==> src/rtl/rfphoenix_mem_issue.sv <==
// rfPhoenix memory issue stage: pops the request queue head, runs one or two 128-bit bus beats, returns one response.
// Optional bus watchdog enabled by defining RFPHOENIX_MEM_ISSUE_TIMEOUT_EN.
package rfphoenix_mem_pkg;
  localparam logic [3:0] MR_LOAD  = 4'd1;
  localparam logic [3:0] MR_LOADZ = 4'd2;
  localparam logic [3:0] MR_STORE = 4'd3;
  localparam logic [2:0] SZ_BYT   = 3'd0;
  localparam logic [2:0] SZ_WYDE  = 3'd1;
  localparam logic [2:0] SZ_TETRA = 3'd2;
  localparam logic [2:0] SZ_OCTA  = 3'd3;

  typedef struct packed {
    logic [7:0]   tag;
    logic [3:0]   func;
    logic [2:0]   size;
    logic [31:0]  adr;
    logic [127:0] dat;
  } sMemoryRequest;
endpackage

module rfphoenix_mem_issue
  import rfphoenix_mem_pkg::*;
#(
  parameter int AWID  = 32,
  parameter int TOVAL = 255
) (
  input  logic            clk,
  input  logic            rst,
  input  logic            q_valid,
  input  sMemoryRequest   q_req,
  output logic            q_rd,
  output logic            cyc_o,
  output logic            stb_o,
  output logic            we_o,
  output logic [15:0]     sel_o,
  output logic [AWID-1:0] adr_o,
  output logic [127:0]    dat_o,
  input  logic            ack_i,
  input  logic            err_i,
  input  logic [127:0]    dat_i,
  output logic            resp_valid,
  output sMemoryRequest   resp,
  output logic            resp_err,
  output logic            busy
);

  typedef enum logic [1:0] {IDLE, ISSUE0, ISSUE1, RESP} state_t;

  state_t        state;
  sMemoryRequest req;
  logic [127:0]  beat0;

  function automatic logic [15:0] size_sel(input logic [2:0] size);
    case (size)
      SZ_BYT:   size_sel = 16'h0001;
      SZ_WYDE:  size_sel = 16'h0003;
      SZ_TETRA: size_sel = 16'h000F;
      default:  size_sel = 16'h00FF;
    endcase
  endfunction

  function automatic logic [31:0] sel32_of(input logic [2:0] size, input logic [3:0] off);
    sel32_of = {16'h0000, size_sel(size)} << off;
  endfunction

  function automatic logic func_ok(input logic [3:0] func);
    func_ok = (func == MR_LOAD) || (func == MR_LOADZ) || (func == MR_STORE);
  endfunction

  // Align the two-line window to the access and sign- or zero-extend from its top byte.
  function automatic logic [127:0] load_ext(input logic [255:0] lines, input logic [3:0] off,
                                            input logic [2:0] size, input logic zext);
    logic [63:0]        sh;
    logic signed [7:0]  s8;
    logic signed [15:0] s16;
    logic signed [31:0] s32;
    logic signed [63:0] s64;
    sh  = 64'(lines >> {off, 3'b000});
    s8  = sh[7:0];
    s16 = sh[15:0];
    s32 = sh[31:0];
    s64 = sh;
    case (size)
      SZ_BYT:   load_ext = zext ? {120'h0, sh[7:0]}  : 128'(s8);
      SZ_WYDE:  load_ext = zext ? {112'h0, sh[15:0]} : 128'(s16);
      SZ_TETRA: load_ext = zext ? {96'h0, sh[31:0]}  : 128'(s32);
      default:  load_ext = zext ? {64'h0, sh}        : 128'(s64);
    endcase
  endfunction

  logic [31:0]    q_sel32;
  logic [31:0]    r_sel32;
  logic           split;
  logic [3:0]     off;
  logic [AWID-5:0] line_nxt;
  logic [255:0]   beat_lines;
  logic           timeout;
  logic           beat_err;
  sMemoryRequest  done_resp;

  assign q_sel32    = sel32_of(q_req.size, q_req.adr[3:0]);
  assign r_sel32    = sel32_of(req.size, req.adr[3:0]);
  assign split      = |r_sel32[31:16];
  assign off        = req.adr[3:0];
  assign line_nxt   = req.adr[AWID-1:4] + {{(AWID-5){1'b0}}, 1'b1};
  assign beat_lines = (state == ISSUE1) ? {dat_i, beat0} : {128'h0, dat_i};
  assign beat_err   = err_i | timeout;
  assign busy       = (state != IDLE);

  always_comb begin
    done_resp = req;
    if (req.func != MR_STORE)
      done_resp.dat = load_ext(beat_lines, off, req.size, req.func == MR_LOADZ);
  end

`ifdef RFPHOENIX_MEM_ISSUE_TIMEOUT_EN
  logic [7:0] wd_cnt;
  logic       stb_set;
  assign stb_set = ((state == IDLE) && q_valid && func_ok(q_req.func)) ||
                   ((state == ISSUE1) && !cyc_o);
  // Fires on the TOVAL-th unterminated strobe cycle, so stb_o is high for TOVAL cycles.
  assign timeout = stb_o && !ack_i && !err_i && (wd_cnt == 8'(TOVAL - 1));
  always_ff @(posedge clk or negedge rst) begin
    if (!rst)                             wd_cnt <= 8'd0;
    else if (stb_set)                     wd_cnt <= 8'd0;
    else if (stb_o && !ack_i && !err_i)   wd_cnt <= wd_cnt + 8'd1;
  end
`else
  assign timeout = 1'b0;
`endif

  always_ff @(posedge clk or negedge rst) begin
    if (!rst) begin
      state      <= IDLE;
      req        <= '0;
      beat0      <= '0;
      q_rd       <= 1'b0;
      cyc_o      <= 1'b0;
      stb_o      <= 1'b0;
      we_o       <= 1'b0;
      sel_o      <= '0;
      adr_o      <= '0;
      dat_o      <= '0;
      resp_valid <= 1'b0;
      resp       <= '0;
      resp_err   <= 1'b0;
    end else begin
      q_rd       <= 1'b0;
      resp_valid <= 1'b0;
      case (state)
        IDLE: if (q_valid) begin
          req  <= q_req;
          q_rd <= 1'b1;
          if (func_ok(q_req.func)) begin
            state <= ISSUE0;
            cyc_o <= 1'b1;
            stb_o <= 1'b1;
            we_o  <= (q_req.func == MR_STORE);
            sel_o <= q_sel32[15:0];
            adr_o <= {q_req.adr[AWID-1:4], 4'h0};
            dat_o <= q_req.dat << {q_req.adr[3:0], 3'b000};
          end else begin
            state      <= RESP;
            resp_valid <= 1'b1;
            resp       <= q_req;
            resp_err   <= 1'b1;
          end
        end
        ISSUE0: if (beat_err || ack_i) begin
          cyc_o <= 1'b0;
          stb_o <= 1'b0;
          beat0 <= dat_i;
          if (beat_err) begin
            state      <= RESP;
            resp_valid <= 1'b1;
            resp       <= req;
            resp_err   <= 1'b1;
          end else if (split) begin
            state <= ISSUE1;
          end else begin
            state      <= RESP;
            resp_valid <= 1'b1;
            resp       <= done_resp;
            resp_err   <= 1'b0;
          end
        end
        // First ISSUE1 cycle keeps cyc_o low to separate the two beats.
        ISSUE1: if (!cyc_o) begin
          cyc_o <= 1'b1;
          stb_o <= 1'b1;
          sel_o <= r_sel32[31:16];
          adr_o <= {line_nxt, 4'h0};
          dat_o <= req.dat >> {5'd16 - {1'b0, off}, 3'b000};
        end else if (beat_err || ack_i) begin
          cyc_o      <= 1'b0;
          stb_o      <= 1'b0;
          state      <= RESP;
          resp_valid <= 1'b1;
          resp       <= beat_err ? req : done_resp;
          resp_err   <= beat_err;
        end
        RESP: state <= IDLE;
        default: state <= IDLE;
      endcase
    end
  end

endmodule

==> config.mk <==
export PLATFORM = sky130hd
export DESIGN_NAME = rfphoenix_mem_issue
export DESIGN_NICKNAME = d
export VERILOG_FILES = /design/src/rtl/rfphoenix_mem_issue.sv
export SDC_FILE = /design/constraint.sdc
export NUM_CORES = 2
export LEC_CHECK = 0
export CELL_PAD_IN_SITES_DETAIL_PLACEMENT = 2
export CELL_PAD_IN_SITES_GLOBAL_PLACEMENT = 2
export CORE_ASPECT_RATIO = 2
export CORE_MARGIN = 2
export CORE_UTILIZATION = 34
export CTS_BUF_LIST = sky130_fd_sc_hd__clkbuf_8 sky130_fd_sc_hd__clkbuf_16
export DETAILED_ROUTE_END_ITERATION = 10
export PLACE_DENSITY = 0.83
export SYNTH_ARGS = -nofsm -noshare
export SYNTH_HDL_FRONTEND = slang
export SYNTH_SLANG_ARGS = --single-unit
export TNS_END_PERCENT = 50
==> constraint.sdc <==
create_clock -name clk -period 5.1 [get_ports clk]
set_input_delay 0.765 -clock clk [delete_from_list [all_inputs] [get_ports clk]]
set_output_delay 0.765 -clock clk [all_outputs]
set_load 0.02 [all_outputs]
==> impl_metrics.toml <==
[run_status]
status = "complete, but fails checks"
violations = "capacitance limit, slew limit"

[layout]
utilization = 0.432
nets = 5662
drive_gt1_frac = 0.172
areaGrowthSynthToFinish_pct = 26.3
multi_input_area_um2 = 26500
regArea_um2 = 16500
fillers = 14000

[clock_network]
clock_tree.root_cell = "clkbuf_16"
cts_made_buffers = 71
cts_resized = 0
cts_tree = "yes"
path_clk_slew_ps = 70
cts_hold_repair.buffers = 0
h-tree-depth = 3
clockBufferDepth = 3
cts_setup_buffers = 0
cts_sinks = 658
insertion_delay_ps = 770

[detailed_routing]
top_layer_used = "met5"
drc = 0
wl_met2_um = 144000
dr_wl_met3_um = 22000
drt-met1-wl_um = 97900
firstDrtPassIters = 9
postRouteAntennaNets = 0
avgRoutedWirePerCell_um = 42.8
viasPerCell = 6.62
drt-total-wl_um = 306000
vias = 47300
detail_route.iter0.violations = 4513

[sta]
setup_viol = 0
maxSlewHeadroom = -0.0619
tns_ps = 0
tightest_slew_ps = 1550
finalHoldViolations = 0
slew_violations = 13
rsz0062_at_grt = "false"
clock.fmax_mhz = 226
period_minus_slack_ps = 4430
fin_crit_sh = 0.869
worst_clock_skew_ps = 48.8
fin_hold_ws_ps = 67.2

[synthesis]
synth-xor-area-share = 0.00547
synthMuxAreaShare = 0.251
synth_compound_area_frac = 0.204
synth_edf_count = 0
ys_ff_latch = 658
synth.most_common_cell = "nand2_1"
yosys.area_share.simple = 0.124
ys_seq_area_frac = 0.367
async_flop_share = 1.00
synthTopCellsByCount = "694 x nand2_1, 658 x dfrtp_1, 438 x o21ai_0"
synth_top_family_by_area = "multiplexers"
synth_top_area_frac = 0.367
synth_area_leaders = "dfrtp_1 37%, mux2_2 9.5%, mux2i_1 9.1%"
synthFlopType = "dfrtp_1"
synth_cells = 4832
synth.cell_area_um2 = 44800
ys_warn_count = 0
netlist.top_cell.by_area = "dfrtp_1"
synth_adder_area_share = 0.00168
syn_avg_cell_area_um2 = 9.28
synthDistinctLibCells = 75

[critical_path]
r2r-start = "state[0]"
r2r-end = "resp[47]"
r2r_slack_ps = 670
r2r_cells = 10
crit_type = "reg2reg"
crit_arrival_ps = 5060
cp-startpoint = "state[0]"
worst_setup_path_end_kind = "flip-flop"
crit_fanout = 33
worstPathRequired_ps = 5730
critPathCapture = "resp[47]"
cp-start-kind = "flip-flop"

[power_and_ir_drop]
p_int_mw = 23.5
p_clk_frac = 0.111
powerDensity_nw_per_um2 = 940
comb_power_share = 0.680
p_leak_nw = 23.0
p_seq_frac = 0.210
switchingPower_mw = 29.7
peakVddDrop_uv = 520
p_sw_frac = 0.558

[floorplan]
rows = 188
die_area_um2 = 135000
initial_utilization = 0.342
io_pins = 666
coreArea_um2 = 131000
dieWidth_um = 261
die_h_um = 517

[grt]
grt_pass1_vias = 50300
grt_max_degree = 128
grt_usage = 0.448
grt_pass1_wl_um = 416000
antenna_found_initial = 40
gr-total-overflow = 0

[worst_hold_path]
hold_class = "in2async"

[run]
maxCapViolations = 3

[placement]
port_buffers = 661
dpl.hpwl_um = 235000
gp_congestion = 1.07
## per-layer routing
| layer | vias to the layer above | GRT usage |
|---|---|---|
| met2 | 2690 | 0.737 |
| met3 | 1155 | 0.112 |
| met1 | 24400 | 0.439 |
| li1 | 19000 | - |
| met5 | - | 0.000365 |
| met4 | 10 | 0.484 |
## layout make-up
| cell class | instances | share of cell area |
|---|---|---|
| flip-flops and latches | 658 | 0.291 |
| diodes | 32 | 0.00141 |
| multi-input cells | 3683 | 0.467 |
| clock inverters | 50 | 0.0102 |
| well taps | 1710 | 0.0378 |
| inverters | 37 | 0.00248 |
| repair buffers | 897 | 0.156 |
| clock buffers | 79 | 0.0335 |
## stage by stage
| step | total power, mW | cells | setup WS (ps) | cell area, um2 |
|---|---|---|---|---|
| after floorplan | 28.3 | 4835 | 740 | 44800 |
| after CTS | 51.6 | 7114 | 792 | 56500 |
| after global placement | 44.4 | 6985 | 822 | 54000 |
| after detailed placement | 45.5 | 6985 | 818 | 54100 |
| after global routing | 54.4 | 7129 | 551 | 56600 |
| final | 53.2 | 7146 | 669 | 56600 |
## power by group through the flow
stage / Clock, mW / Sequential [mW] / Combinational (mW)
floorplan: 0 / 10.9 / 17.4
global placement: 0 / 10.9 / 33.6
detailed placement: 0 / 11.1 / 34.4
CTS: 5.90 / 11.0 / 34.7
global route: 6.10 / 11.3 / 37.1
finish: 5.89 / 11.2 / 36.2
## critical path: stages (launching register included)
cell      delay, ps
dfrtp_1         420
inv_1           200
ha_4            530
clkinv_2        420
mux4_2          580
a211oi_1        300
nand2_1         170
o41ai_4         820
buf_4           440
nor3_2          180
a31oi_1         240
## placed cells by master, fill, tap and decap left out, drive strengths merged, types with 114 or more instances in the layout
| master | instances |
|---|---|
| o21ai | 451 |
| a211oi | 171 |
| buf | 241 |
| mux2i | 407 |
| mux4 | 129 |
| clkdlybuf4s50 | 656 |
| and3 | 114 |
| mux2 | 379 |
| nor2 | 284 |
| nand2 | 694 |
| dfrtp | 658 |
| a21oi | 321 |
## sequential cells by signal (all words and copies together), names as in the netlist, 2 cells and up
register / cells
state: 2
dat_o: 128
adr_o: 28
done_resp: 47
sel_o: 16
resp: 175
beat0: 128
req: 128
## cell families after synthesis
group           Yosys count
mux                     915
buf+inv                 494
xor+xnor                 28
flops                   658
fa+ha+maj                 6
compound gates         1438
simple gates           1292
other cells               1
## how the worst min path moves through the flow
stage	startpoint	slack, ps	depth (start not counted)	endpoint
6_report	rst	70	1	beat0[6]
5_1_grt	rst	100	1	beat0[33]
4_1_cts	rst	120	1	beat0[41]
3_5_place_dp	dat_o[66]	470	2	dat_o[66]
3_3_place_gp	sel_o[3]	450	2	sel_o[3]
2_1_floorplan	rst	470	0	adr_o[10]
(Power assumes the default switching activity.)
